[src/rtl/uart_pkg.sv]
// Shared definitions for the UART receiver and the future transmitter.
//   OVERSAMPLE          ticks per bit period
//   PAR_NONE/EVEN/ODD   parity selection encoding
//   rx_state_e          receiver state encoding
package uart_pkg;

    localparam int OVERSAMPLE = 16;

    localparam int PAR_NONE = 0;
    localparam int PAR_EVEN = 1;
    localparam int PAR_ODD  = 2;

    typedef enum logic [2:0] {
        ST_IDLE,
        ST_START,
        ST_DATA,
        ST_PARITY,
        ST_STOP,
        ST_BRKWAIT
    } rx_state_e;

endpackage

[src/rtl/uart_os_tick.sv]
// Oversample tick generator: counts 0..DIVISOR-1 and asserts tick for one
// clock when the count reaches DIVISOR-1.
//   clock  in   system clock
//   reset  in   asynchronous, active-low
//   tick   out  one-cycle pulse every DIVISOR clocks
module uart_os_tick #(
    parameter int DIVISOR = 4
) (
    input  logic clock,
    input  logic reset,
    output logic tick
);

    localparam int            CW   = (DIVISOR > 1) ? $clog2(DIVISOR) : 1;
    localparam logic [CW-1:0] LAST = CW'(DIVISOR - 1);

    logic [CW-1:0] cnt_q;
    logic [CW-1:0] cnt_d;

    always_comb begin
        tick  = (cnt_q == LAST);
        cnt_d = tick ? '0 : cnt_q + CW'(1);
    end

    always_ff @(posedge clock or negedge reset) begin
        if (!reset) begin
            cnt_q <= '0;
        end else begin
            cnt_q <= cnt_d;
        end
    end

endmodule

[src/rtl/uart_rx_cfg.sv]
// Configurable 16x-oversampling UART receiver with valid/ready word output.
//   clock       in   system clock
//   reset       in   asynchronous, active-low
//   rxd         in   serial line, idle high, asynchronous
//   rx_data     out  received word, LSB = first data bit
//   rx_valid    out  word and status flags valid
//   rx_ready    in   consumer accepts the word
//   parity_err  out  parity mismatch for the held word
//   frame_err   out  a stop bit was sampled low
//   break_det   out  all data/parity/stop samples were low
//   overrun     out  one-cycle pulse when a completed frame is dropped
//
// state      | meaning
// -----------+-------------------------------------------------------
// ST_IDLE    | line idle, looking for a low sample on each tick
// ST_START   | confirming the start bit at its midpoint
// ST_DATA    | sampling DATA_BITS data bits, LSB first
// ST_PARITY  | sampling and checking the parity bit
// ST_STOP    | sampling STOP_BITS stop bits, then delivering the word
// ST_BRKWAIT | break seen, waiting for the line to return high
module uart_rx_cfg
    import uart_pkg::*;
#(
    parameter int DIVISOR   = 4,
    parameter int DATA_BITS = 8,
    parameter int PARITY    = 0,
    parameter int STOP_BITS = 1
) (
    input  logic                 clock,
    input  logic                 reset,
    input  logic                 rxd,
    output logic [DATA_BITS-1:0] rx_data,
    output logic                 rx_valid,
    input  logic                 rx_ready,
    output logic                 parity_err,
    output logic                 frame_err,
    output logic                 break_det,
    output logic                 overrun
);

    localparam logic [3:0] BIT_LAST  = 4'(DATA_BITS - 1);
    localparam logic       STOP_LAST = (STOP_BITS == 2);
    localparam logic       ODD_PAR   = (PARITY == PAR_ODD);

    logic tick;

    uart_os_tick #(.DIVISOR(DIVISOR)) u_tick (
        .clock (clock),
        .reset (reset),
        .tick  (tick)
    );

    logic [1:0]           sync_q,       sync_d;
    rx_state_e            state_q,      state_d;
    logic [3:0]           sc_q,         sc_d;
    logic [3:0]           bit_q,        bit_d;
    logic                 stop_q,       stop_d;
    logic [DATA_BITS-1:0] shift_q,      shift_d;
    logic                 par_bad_q,    par_bad_d;
    logic                 stop_bad_q,   stop_bad_d;
    logic                 all_low_q,    all_low_d;
    logic [DATA_BITS-1:0] rx_data_q,    rx_data_d;
    logic                 rx_valid_q,   rx_valid_d;
    logic                 parity_err_q, parity_err_d;
    logic                 frame_err_q,  frame_err_d;
    logic                 break_det_q,  break_det_d;
    logic                 overrun_q,    overrun_d;

    logic rxs;
    logic mid;
    logic complete;

    always_comb begin
        sync_d       = {sync_q[0], rxd};
        rxs          = sync_q[1];
        mid          = tick && (sc_q == 4'd15);
        complete     = 1'b0;

        state_d      = state_q;
        sc_d         = tick ? sc_q + 4'd1 : sc_q;
        bit_d        = bit_q;
        stop_d       = stop_q;
        shift_d      = shift_q;
        par_bad_d    = par_bad_q;
        stop_bad_d   = stop_bad_q;
        all_low_d    = all_low_q;

        rx_data_d    = rx_data_q;
        rx_valid_d   = rx_valid_q;
        parity_err_d = parity_err_q;
        frame_err_d  = frame_err_q;
        break_det_d  = break_det_q;
        overrun_d    = 1'b0;

        if (rx_valid_q && rx_ready) begin
            rx_valid_d = 1'b0;
        end

        case (state_q)
            ST_IDLE: begin
                if (tick && !rxs) begin
                    sc_d       = '0;
                    bit_d      = '0;
                    stop_d     = 1'b0;
                    par_bad_d  = 1'b0;
                    stop_bad_d = 1'b0;
                    all_low_d  = 1'b1;
                    state_d    = ST_START;
                end
            end
            ST_START: begin
                if (tick && (sc_q == 4'd7)) begin
                    if (rxs) begin
                        state_d = ST_IDLE;
                    end else begin
                        sc_d    = '0;
                        state_d = ST_DATA;
                    end
                end
            end
            ST_DATA: begin
                if (mid) begin
                    shift_d   = {rxs, shift_q[DATA_BITS-1:1]};
                    all_low_d = all_low_q & ~rxs;
                    bit_d     = bit_q + 4'd1;
                    if (bit_q == BIT_LAST) begin
                        state_d = (PARITY == PAR_NONE) ? ST_STOP : ST_PARITY;
                    end
                end
            end
            ST_PARITY: begin
                if (mid) begin
                    // Mismatch when the line bit differs from the expected
                    // parity: XOR of data (even) or its inverse (odd).
                    par_bad_d = rxs ^ (^shift_q) ^ ODD_PAR;
                    all_low_d = all_low_q & ~rxs;
                    state_d   = ST_STOP;
                end
            end
            ST_STOP: begin
                if (mid) begin
                    stop_bad_d = stop_bad_q | ~rxs;
                    all_low_d  = all_low_q & ~rxs;
                    stop_d     = 1'b1;
                    if (stop_q == STOP_LAST) begin
                        complete = 1'b1;
                        state_d  = all_low_d ? ST_BRKWAIT : ST_IDLE;
                    end
                end
            end
            ST_BRKWAIT: begin
                if (tick && rxs) begin
                    state_d = ST_IDLE;
                end
            end
            default: state_d = ST_IDLE;
        endcase

        // A held word is only replaced when it is free or being taken
        // this very cycle; otherwise the new frame is dropped.
        if (complete) begin
            if (!rx_valid_q || rx_ready) begin
                rx_data_d    = all_low_d ? '0 : shift_q;
                parity_err_d = par_bad_d;
                frame_err_d  = stop_bad_d;
                break_det_d  = all_low_d;
                rx_valid_d   = 1'b1;
            end else begin
                overrun_d = 1'b1;
            end
        end
    end

    always_ff @(posedge clock or negedge reset) begin
        if (!reset) begin
            sync_q       <= 2'b11;
            state_q      <= ST_IDLE;
            sc_q         <= '0;
            bit_q        <= '0;
            stop_q       <= 1'b0;
            shift_q      <= '0;
            par_bad_q    <= 1'b0;
            stop_bad_q   <= 1'b0;
            all_low_q    <= 1'b0;
            rx_data_q    <= '0;
            rx_valid_q   <= 1'b0;
            parity_err_q <= 1'b0;
            frame_err_q  <= 1'b0;
            break_det_q  <= 1'b0;
            overrun_q    <= 1'b0;
        end else begin
            sync_q       <= sync_d;
            state_q      <= state_d;
            sc_q         <= sc_d;
            bit_q        <= bit_d;
            stop_q       <= stop_d;
            shift_q      <= shift_d;
            par_bad_q    <= par_bad_d;
            stop_bad_q   <= stop_bad_d;
            all_low_q    <= all_low_d;
            rx_data_q    <= rx_data_d;
            rx_valid_q   <= rx_valid_d;
            parity_err_q <= parity_err_d;
            frame_err_q  <= frame_err_d;
            break_det_q  <= break_det_d;
            overrun_q    <= overrun_d;
        end
    end

    assign rx_data    = rx_data_q;
    assign rx_valid   = rx_valid_q;
    assign parity_err = parity_err_q;
    assign frame_err  = frame_err_q;
    assign break_det  = break_det_q;
    assign overrun    = overrun_q;

endmodule
[config.mk]
export PLATFORM = sky130hd
export DESIGN_NAME = uart_rx_cfg
export DESIGN_NICKNAME = d
export VERILOG_FILES = /design/src/rtl/uart_pkg.sv /design/src/rtl/uart_os_tick.sv /design/src/rtl/uart_rx_cfg.sv
export SDC_FILE = /design/constraint.sdc
export NUM_CORES = 1
export LEC_CHECK = 0
export CAP_MARGIN = 20
export CORE_MARGIN = 3
export CORE_UTILIZATION = 35
export DETAILED_ROUTE_END_ITERATION = 6
export GPL_TIMING_DRIVEN = 0
export SLEW_MARGIN = 20
export SYNTH_ARGS = -nofsm -noshare
export SYNTH_HDL_FRONTEND = slang
export SYNTH_SLANG_ARGS = --single-unit
[constraint.sdc]
create_clock -name clock -period 5.1 [get_ports clock]
set_clock_uncertainty 0.2 [all_clocks]
set_input_delay 1.02 -clock clock [delete_from_list [all_inputs] [get_ports clock]]
set_output_delay 1.02 -clock clock [all_outputs]
set_load 0.05 [all_outputs]
==> reports/qor.yml <==
cp_cell_sequence: "clkdlybuf4s50_1"
cts_num_sinks: 40
finalCriticalPeriod_ns: 2.68
sw_frac_of_total_pct: 28.7
status: "finished clean"
finalCritPeriodShare_pct: 52.5
cts_hold_buf: 0
drtPass1Iterations: 4
syn-num-nets: 170
synth_area_um2: 1850
cp.required_ns: 3.88
routed-via-count: 1249
relSlewSlack_pct: 48.6
synthMuxAreaShare_pct: 9.39
cts_tree: "done"
syn_to_final_growth_pct: 20.7
cts_buffers: 5
antenna_cells: 0
io_pins: 17
core_area_um2: 4910
ys.warnings.count: 0
p_int_uw: 573
ys.flop_type: "dfrtp_1"
reg2reg_to: "bit_q[3]"
start_kind: "flop"
place_congestion: 0.875
grt_pass1_wl_mm: 5.65
startpoint: "rx_data[2]"
clk-insertion-delay-late_ns: 0.29
post_cts.repair.setup_buffers: 0
crit_fanout: 2
synth_xor_area_share_pct: 5.47
crit_path_top_delay_cell: "clkdlybuf4s50_1"
grt_pass1_vias: 1202
rsz0062_at_grt: "false"
htree_levels: 2
avgSynthCellArea_um2: 11.4
synthSimpleGateAreaFrac_pct: 17.8
power.leakage_uw: 0.000997
critPathCaptureType: "primary output"
ys_seq_area_share_pct: 54.2
synth_cells: 163
synth_edf_count: 0
drc: 0
fmax_mhz: 373
rrSetupSlack_ns: 2.76
path_buf_inv: 1
die_h_um: 78.8
timing.final.ws_setup_ns: 2.42
grt_usage_pct: 11.8
r2r-start: "sc_q[0]"
grt_max_degree: 26
fin_tns_setup_ns: 0
crit_arrival_ns: 1.46
cts_resized: 0
power_density_nw_per_um2: 360
hp-class: "reg -> reg"
post-place-ws_ns: 2.26
cp_num_cells: 1
power.switching_uw: 231
dieArea_um2: 6200
hold_violations: 0
die_x_um: 78.8
maxCapViolCount: 0
dp_cells: 247
slowest_delay_ns: 0.81
routed_wirelength_mm: 3.21
start_util_pct: 37.7
drive_above_1_share_pct: 17.0
path_class: "reg -> out"
clk_pin_slew_ns: 0.08
synth_top_family_by_area: "simple AND/OR/NAND/NOR gates"
grt_overflow: 0
worstHoldPathCells: 0
cts_buffer_depth: 2
p_seq_share_pct: 46.0
hpwl_mm: 2.39
viasPerCell: 4.90
final_max_slew_viol_count: 0
setup_viol: 0
nNetsFinal: 194
reg2reg_depth: 5
peakVddDrop_mv: 0.139
ys_seq_elements: 40
crit_end: "rx_data[2]"
timing.critical_path.max_delay_family: "buffers and inverters"
io_buffers: 16
async_flop_share_pct: 100
wire_per_inst_um: 12.6
clockRootBuffer: "clkbuf_8"
synth_adder_area_share_pct: 2.03
rows: 25
clkPwrFrac_pct: 32.8
combPwrFrac_pct: 21.2
antenna_found_initial: 0
synth_compound_area_share_pct: 8.44
drt-initial-drc-count: 62
tightest_slew_ns: 0.771
ys_types: 47
layoutNonFillerInstCount: 255
ant_nets: 0
## cell usage after synthesis (all sizes together), types with 3 or more instances
cell type  instances  area share, %
buf                4            1.8
xor2               3            1.4
o21ai             13            3.7
mux2              13            8.3
nor3               3           0.81
nor2               8            1.6
a21oi              5            1.4
ha                 3            2.0
nand3              6            1.6
xnor2              6            2.8
nand2             23            4.7
dfrtp             38             51
clkbuf             3           0.61
## layer usage
metal  GRT usage, %  vias up  wire [um]
met1           14.6      604       1490
met2           18.6       25       1550
met5              0        -          0
met4           4.55        0         25
met3           4.42        2        153
li1               -      618          -
## cell type report
type	count	area [um2]
fillers	458	2680
clock buffers	5	68.8
repair buffers	17	183
plain buffers	7	43.8
inverters	2	7.51
clock inverters	3	47.5
multi-input cells	114	798
well taps	67	83.8
flip-flops and latches	40	1000
## logic make-up (layout without fill, tap and decap cells)
logic type,count (synthesis),after routing
muxes,15,15
xor gates and xnor gates,10,10
buffers and inverters,9,34
DFF,40,40
adders and majority gates,3,3
and+or+nand+nor,60,60
AOI/OAI and AO/OA,26,26
## power by group through the flow
stage                     sequential (uW)  clock, uW  combinational [uW]
after floorplan                       369          0                 138
after global placement                374          0                 165
after detailed placement              376          0                 171
after CTS                             369        269                 172
after global routing                  375        285                 189
final                                 370        263                 171
## per-stage QoR
| stage | total power [uW] | util (%) | hold WS [ns] | cell area (um2) |
|---|---|---|---|---|
| after floorplan | 507 | - | 0.145 | 1850 |
| after global placement | 539 | 42.7 | 0.147 | 2100 |
| after detailed placement | 547 | 43.2 | 0.147 | 2120 |
| after CTS | 811 | 45.5 | 0.159 | 2240 |
| after global routing | 849 | 45.5 | 0.167 | 2240 |
| final | 804 | 45.5 | 0.158 | 2240 |
## placed cells by master, fill, tap and decap left out, types with 3 or more instances in the layout
cell type	n
clkbuf_1	3
nand3_1	6
dfrtp_1	38
xor2_1	3
buf_2	3
mux2_1	3
nor3_1	3
nor2_1	8
ha_1	3
clkdlybuf4s50_1	15
xnor2_1	6
mux2_2	8
o21ai_1	8
o21ai_0	4
clkbuf_8	5
nand2_1	23
a21oi_1	5
## registers in the layout, summed over array words and instances (netlist names), 2 cells and up
| signal | cells |
|---|---|
| bit_q | 4 |
| rx_data | 8 |
| sc_q | 4 |
| shift_q | 8 |
| state_q | 3 |
| sync_q | 2 |
| u_tick.cnt_q | 2 |
## worst min-delay path by stage
stage,from,to,slack (ns)
after floorplan,sync_q[0],sync_q[1],0.15
after global placement,sync_q[0],sync_q[1],0.15
after detailed placement,sync_q[0],sync_q[1],0.15
after CTS,sync_q[0],sync_q[1],0.16
after global routing,sync_q[0],sync_q[1],0.17
final,sync_q[0],sync_q[1],0.16
No activity file was read; power rests on OpenSTA's default activity.
